**config.mk**
```make
export PLATFORM = sky130hd
export DESIGN_NAME = frame_sync_stage
export DESIGN_NICKNAME = d
export VERILOG_FILES = /design/src/rtl/frame_sync_stage.sv
export SDC_FILE = /design/constraint.sdc
export NUM_CORES = 1
export LEC_CHECK = 0
export BUFFER_PORTS_ARGS = -buffer_cell sky130_fd_sc_hd__buf_2
export CAP_MARGIN = 40
export CORE_AREA = 4 4 83 85
export DETAILED_ROUTE_END_ITERATION = 12
export DIE_AREA = 0 0 87 89
export PLACE_DENSITY_LB_ADDON = 0.3
export SYNTH_ARGS = -nofsm -noshare
export SYNTH_HDL_FRONTEND = slang
export SYNTH_SLANG_ARGS = --single-unit
export TNS_END_PERCENT = 20
```
**constraint.sdc**
```tcl
create_clock -name clk -period 6.3 [get_ports clk]
set_clock_uncertainty 0.1 [all_clocks]
set_input_delay 1.26 -clock clk [delete_from_list [all_inputs] [get_ports clk]]
set_output_delay 1.26 -clock clk [all_outputs]
set_load 0.01 [all_outputs]
```
**src/rtl/frame_sync_stage.sv**
```systemverilog
// Registered Avalon-ST stage ahead of the brightness filter: 2-entry skid buffer,
// per-frame latching of the audio-derived flags, stray-beat discard and frame-length checking.
module frame_sync_stage #(
    parameter int WIDTH = 12,
    parameter int IMG_W = 320,
    parameter int IMG_H = 240
) (
    input  logic             clk,
    input  logic             reset,
    input  logic [WIDTH-1:0] data_in,
    input  logic             sop_in,
    input  logic             eop_in,
    input  logic             valid_in,
    output logic             ready_out,
    input  logic [1:0]       freq_flag_in,
    input  logic             use_flag_in,
    output logic [WIDTH-1:0] data_out,
    output logic             sop_out,
    output logic             eop_out,
    output logic             valid_out,
    input  logic             ready_in,
    output logic [1:0]       freq_flag_out,
    output logic             use_flag_out,
    output logic             frame_error,
    output logic [15:0]      frame_count
);

    localparam logic [16:0] FRAME_LEN = 17'(IMG_W * IMG_H);

    typedef enum logic {IDLE, IN_FRAME} state_t;

    typedef struct packed {
        logic [WIDTH-1:0] data;
        logic             sop;
        logic             eop;
        logic [1:0]       freq;
        logic             use_en;
    } beat_t;

    beat_t       mem_q [2];
    beat_t       push_beat;
    beat_t       head;
    logic        wr_ptr_q, rd_ptr_q;
    logic [1:0]  count_q, count_d;
    logic        ready_q;
    state_t      state_q, state_d;
    logic [16:0] cnt_q, cnt_d;
    logic [1:0]  latch_freq_q, latch_freq_d;
    logic        latch_use_q, latch_use_d;
    logic        err_q, err_d;
    logic [15:0] fcount_q, fcount_d;
    logic [1:0]  hold_freq_q;
    logic        hold_use_q;
    logic        accept, push, pop, close;
    logic [16:0] close_len;

    assign accept = valid_in && ready_q;
    assign pop    = (count_q != 2'd0) && ready_in;

    // The sop beat carries the live flags; later beats of the frame carry the latched copy.
    always_comb begin
        push_beat.data   = data_in;
        push_beat.sop    = sop_in;
        push_beat.eop    = eop_in;
        push_beat.freq   = sop_in ? freq_flag_in : latch_freq_q;
        push_beat.use_en = sop_in ? use_flag_in : latch_use_q;
    end

    // NOTE: every variable gets a default before any branch so no latch is inferred.
    always_comb begin
        state_d      = state_q;
        cnt_d        = cnt_q;
        latch_freq_d = latch_freq_q;
        latch_use_d  = latch_use_q;
        err_d        = 1'b0;
        fcount_d     = fcount_q;
        push         = 1'b0;
        close        = 1'b0;
        close_len    = '0;
        if (accept) begin
            if (sop_in) begin
                push         = 1'b1;
                latch_freq_d = freq_flag_in;
                latch_use_d  = use_flag_in;
                cnt_d        = 17'd1;
                if (state_q == IN_FRAME) err_d = 1'b1;
                if (eop_in) begin
                    close     = 1'b1;
                    close_len = 17'd1;
                    state_d   = IDLE;
                end else begin
                    state_d = IN_FRAME;
                end
            end else if (state_q == IN_FRAME) begin
                push  = 1'b1;
                cnt_d = cnt_q + 17'd1;
                if (eop_in) begin
                    close     = 1'b1;
                    close_len = cnt_q + 17'd1;
                    state_d   = IDLE;
                end
            end
        end
        if (close) begin
            fcount_d = fcount_q + 16'd1;
            if (close_len != FRAME_LEN) err_d = 1'b1;
        end
    end

    always_comb begin
        unique case ({push, pop})
            2'b10:   count_d = count_q + 2'd1;
            2'b01:   count_d = count_q - 2'd1;
            default: count_d = count_q;
        endcase
    end

    always_ff @(posedge clk) begin
        if (reset) begin
            count_q      <= 2'd0;
            ready_q      <= 1'b0;
            wr_ptr_q     <= 1'b0;
            rd_ptr_q     <= 1'b0;
            state_q      <= IDLE;
            cnt_q        <= '0;
            latch_freq_q <= 2'd0;
            latch_use_q  <= 1'b0;
            err_q        <= 1'b0;
            fcount_q     <= 16'd0;
            hold_freq_q  <= 2'd0;
            hold_use_q   <= 1'b0;
        end else begin
            count_q      <= count_d;
            ready_q      <= (count_d != 2'd2);
            wr_ptr_q     <= wr_ptr_q ^ push;
            rd_ptr_q     <= rd_ptr_q ^ pop;
            state_q      <= state_d;
            cnt_q        <= cnt_d;
            latch_freq_q <= latch_freq_d;
            latch_use_q  <= latch_use_d;
            err_q        <= err_d;
            fcount_q     <= fcount_d;
            if (count_q != 2'd0) begin
                hold_freq_q <= head.freq;
                hold_use_q  <= head.use_en;
            end
        end
    end

    // NOTE: the storage array is not reset; the occupancy count masks stale entries.
    always_ff @(posedge clk) begin
        if (push) mem_q[wr_ptr_q] <= push_beat;
    end

    assign head          = mem_q[rd_ptr_q];
    assign valid_out     = (count_q != 2'd0);
    assign ready_out     = ready_q;
    assign data_out      = valid_out ? head.data : '0;
    assign sop_out       = valid_out && head.sop;
    assign eop_out       = valid_out && head.eop;
    assign freq_flag_out = valid_out ? head.freq : hold_freq_q;
    assign use_flag_out  = valid_out ? head.use_en : hold_use_q;
    assign frame_error   = err_q;
    assign frame_count   = fcount_q;

endmodule

```
; Word level (Yosys, flattened, before mapping)
; Memory sizes are Yosys's and may differ from the RTL's. A register that Yosys moved wholly into a read port is not among the register bits.
; Cells that the tools add are included.
; W data, S select, Z words.
[op_classes]
n_addsub = 4
eq_ne = 4
n_mux = 30
bitwise = 2
n_reduce_logical = 7
[ops]
columns = cell, count
row1 = $mux W17, 6
row2 = $mux W1, 20
row3 = $add A17 B1 Y17 const B, 1
row4 = $ne A17 B17 Y1 const B, 1
row5 = $add A16 B1 Y16 const B, 1
row6 = $mux W12, 1
row7 = $logic_and A1 B1 Y1, 4
row8 = $mux W2, 2
row9 = $pmux W2 S2, 1
row10 = $reduce_bool A2 Y1, 2
row11 = $add A2 B1 Y2 const B, 1
row12 = $eq A2 B1 Y1 const B, 1
row13 = $eq A2 B2 Y1 const B, 1
row14 = $ne A2 B2 Y1 const B, 1
row15 = $reduce_and A2 Y1, 1
row16 = $sub A2 B1 Y2 const B, 1
row17 = $xor A1 B1 Y1, 2
[word_totals]
ff_bits = 46
mem_bits_rw = 34
input_bits = 21
out_inout_bits = 36
wordCells = 60
mem_count = 1
[memory_table]
columns = memory, depth, word_bits, read_ports, rd_clocked_by_memory_dff, wr, line
row1 = mem_q, 2, 17, 1, 1, 1, 40  ; beat_t mem_q [2];

; Logic depth before layout (Yosys ltp)
[logic_depth]
depth_word = 8
ltp_mapped = 8
mapped_depth_nobuf = 7

; Worst setup path before layout
; No wires, ideal clock.
[synth_timing]
path_type = input to register
startpoint = in valid_in
endpoint = mem mem_q[1][0] (netlist bit), enable pin
setup_time_ns = 0.375
arrival_ns = 2.452
t_required_ns = 5.825
setup_slack_ns = 3.373
stages = 5
n_path_buf = 1
cell_sequence = and2_1 > clkbuf_1 > o21ai_1 > inv_1 > ha_1
[synth_between]
elab_chain_len = 4
[synth_lines]
columns = item, line
row1 = "start, declared", 13  ; input logic valid_in,
row2 = $logic_and A1 B1 Y1, 57  ; assign accept = valid_in && ready_q;
row3 = $mux W1, 80  ; if (accept) begin
row4 = named net push, 54  ; logic accept, push, pop, close;
row5 = $mux W1, 152  ; if (push) mem_q[wr_ptr_q] <= push_beat;
row6 = $mux W1 (implied by the code), 152
row7 = "end, declared", 40
; The timed path passes the listed nets, and every way through them passes these cells.

==> impl_metrics.tcl <==
set metrics [dict create \
    max_cap_violations 0 \
    ctsResizeCount 0 \
    synth_edf_count 34 \
    start_util_pct 58.6 \
    cp_max_fo 11 \
    yosysWarnings 0 \
    finalHoldViolations 0 \
    postLayoutCoreUtil_pct 66.4 \
    synth_common_cells "nor2_1 (50), dfxtp_1 (46), edfxtp_1 (34)" \
    clk_latency_ns 0.36 \
    status "complete, no violations" \
    h-tree-depth 3 \
    place_congestion 0.864 \
    ys_ff_latch 80 \
    worstSetupEndpointType "primary output" \
    slowest_delay_ns 0.65 \
    path_cells "buf_8 > mux2i_1 > nor2_1 > buf_2" \
    die_h_um 89 \
    synth_cells 361 \
    critPathTopFamily "flip-flops" \
    grt_max_degree 47 \
    rsz0062_at_grt "no" \
    finalNetCount 435 \
    max_freq_mhz 335 \
    crit_slowest_cell "dfxtp_1" \
    irDropWorstVdd_mv 0.137 \
    synth_area_leader_cell "edfxtp_1" \
    path_class "flip-flop to primary output" \
    cts_setup_buffers 0 \
    cts-buffers-inserted 9 \
    drive_above_1_share_pct 19.6 \
    multiInputGateArea_um2 1580 \
    cp_num_buf_inv 2 \
    avgRoutedWirePerCell_um 15.3 \
    cts_hold_buf 0 \
    tritoncts "yes" \
    antenna_found_initial 0 \
    area.sequential_um2 1940 \
    setup_tns_ns 0 \
    start_kind "flip-flop" \
    synth_top_area_share_pct 28.1 \
    grt_pass1_wl_um 12300 \
    arrival_ns 1.63 \
    fp.dieW_um 87 \
    first_pass_iters 4 \
    seq_power_share_pct 54.5 \
    p_comb_share_pct 12.4 \
    syn_nets 387 \
    root_buffer "clkbuf_8" \
    cts.sinks 80 \
    vias 2791 \
    synth.distinct_cells 49 \
    p_sw_uw 289 \
    synthToLayoutAreaGrowth_pct 13.2 \
    slew_violations 0 \
    setup_viol 0 \
    clkPwrFrac_pct 33.1 \
    dieArea_um2 7740 \
    worstPathRequired_ns 4.94 \
    io_buffers 56 \
    p_leak_uw 0.00149 \
    fillers 495 \
    clk_path_buf_depth 2 \
    avgViaCountPerCell 5.68 \
    antenna_cells 0 \
    fp-row-count 29 \
    post-route-drc-count 0 \
    period_share_pct 47.4 \
    synth_seq_area_share_pct 53.4 \
    syn_avg_cell_area_um2 10.1 \
    ant_nets 0 \
    synth_area_um2 3640 \
    power.density_nw_per_um2 254 \
    grt_pass1_vias 2564 \
    p_sw_share_pct 27.6 \
    slew_headroom_pct 42.5 \
    yosys_most_used_dff "dfxtp_1" \
    core_um2 6200 \
    track_usage_pct 20.6 \
    wirelength_um 7510 \
    hpwlAfterDp_um 5190 \
    overflow 0 \
    p_int_uw 758 \
    synth_most_common_cell "nor2_1" \
    period_needed_ns 2.99 \
    dr.first_iter.drc_count 158 \
    clkTransAtPathRegs_ns 0.08 \
    async_flop_share_pct 0 \
    synth_area_leaders "edfxtp_1 (28%), dfxtp_1 (25%), nor2_1 (5.2%)" \
    worst_slew_pin_slew_ns 0.862 \
    ios 57 \
    hold_path_class "flip-flop to flip-flop" \
]
[final cells by class]
cell class / instances / area share (%)
Clock buffer: 9 / 3.01
Clock inverter: 7 / 1.34
Inverter: 5 / 0.456
Multi-Input combinational cell: 255 / 38.4
Sequential cell: 80 / 47.1
Tap cell: 77 / 2.34
Timing Repair Buffer: 58 / 7.35
[worst paths after layout]
kind,startpoint,end,slack [ns],depth (start not counted)
max reg2reg,cnt_q[0],frame_error,3.83,7
min reg2reg,cnt_q[16],cnt_q[16],0.39,2
min,cnt_q[16],cnt_q[16],0.39,2
max,rd_ptr_q,data_out[5],3.31,4
[logic make-up after synthesis]
group | after synthesis | synth area share, %
adders and majority gates | 5 | 1.72
AOI/OAI and AO/OA | 68 | 11.0
and+or+nand+nor | 139 | 19.6
muxes | 21 | 5.88
DFF | 80 | 53.4
buffers and inverters | 26 | 3.16
xor gates and xnor gates | 22 | 5.30
[worst reg2reg max path: stages, from the launching register on]
cell,delay (ns)
dfxtp_1,0.51
ha_1,0.33
and3_2,0.35
nand4_4,0.15
nor3_2,0.16
xnor2_1,0.09
or3_1,0.35
o31a_1,0.33
[layout by cell type (no fill, tap or decap), types with 2 or more instances in the layout]
cell type	Yosys	layout
nand3_1	12	12
inv_1	5	5
nor2_1	50	50
clkinvlp_4	0	4
a21oi_1	25	25
and3_1	4	4
dfxtp_1	46	46
nor4_1	2	2
buf_2	2	56
or3_1	13	13
mux2i_1	18	18
edfxtp_1	34	34
a41oi_1	3	3
xor2_1	12	12
mux2_2	3	3
a31oi_1	3	3
and4_1	4	4
o21ai_0	21	21
a21o_1	2	2
a211oi_1	3	3
xnor2_1	10	10
nor3_1	10	10
clkbuf_8	0	9
nand3b_1	2	2
ha_1	5	5
nand2b_1	2	2
nor2b_1	7	7
nand4_1	8	8
nand2_1	18	18
[routing by layer]
layer  vias to the layer above  global-route usage (%)  share of wire [%]
met5                         -                       0                  0
met2                        79                    31.8                 47
met3                        11                    6.82                6.5
met4                         0                    7.08                1.5
li1                       1403                       -                  -
met1                      1298                    27.2                 45
[registers in the layout (all words and copies together) (netlist names)]
name and flops:
hold_freq_q 2, cnt_q 17, latch_freq_q 2, rd_ptr_q 1, hold_use_q 1, wr_ptr_q 1, frame_error 1, state_q 1
ready_out 1, frame_count 16, count_q 2, latch_use_q 1, mem_q 34
[per-stage QoR]
| step | cells | hold slack [ns] | power (uW) | setup WS, ns | instance area [um^2] |
|---|---|---|---|---|---|
| 2_1_floorplan | 361 | 0.349 | 665 | 3.37 | 3640 |
| 3_3_place_gp | 474 | 0.368 | 707 | 3.02 | 3930 |
| 3_5_place_dp | 475 | 0.374 | 714 | 2.93 | 3940 |
| 4_1_cts | 491 | 0.389 | 1050 | 3.28 | 4120 |
| 5_1_grt | 491 | 0.431 | 1090 | 3.14 | 4120 |
| 6_report | 491 | 0.386 | 1050 | 3.31 | 4120 |
[power by group through the flow]
stage          sequential, uW  combinational [uW]  clock, uW
2_1_floorplan             575                90.0          0
3_3_place_gp              586                 121          0
3_5_place_dp              583                 131          0
4_1_cts                   571                 132        352
5_1_grt                   573                 144        377
6_report                  571                 130        347
Power figures use the tool's default switching activity.
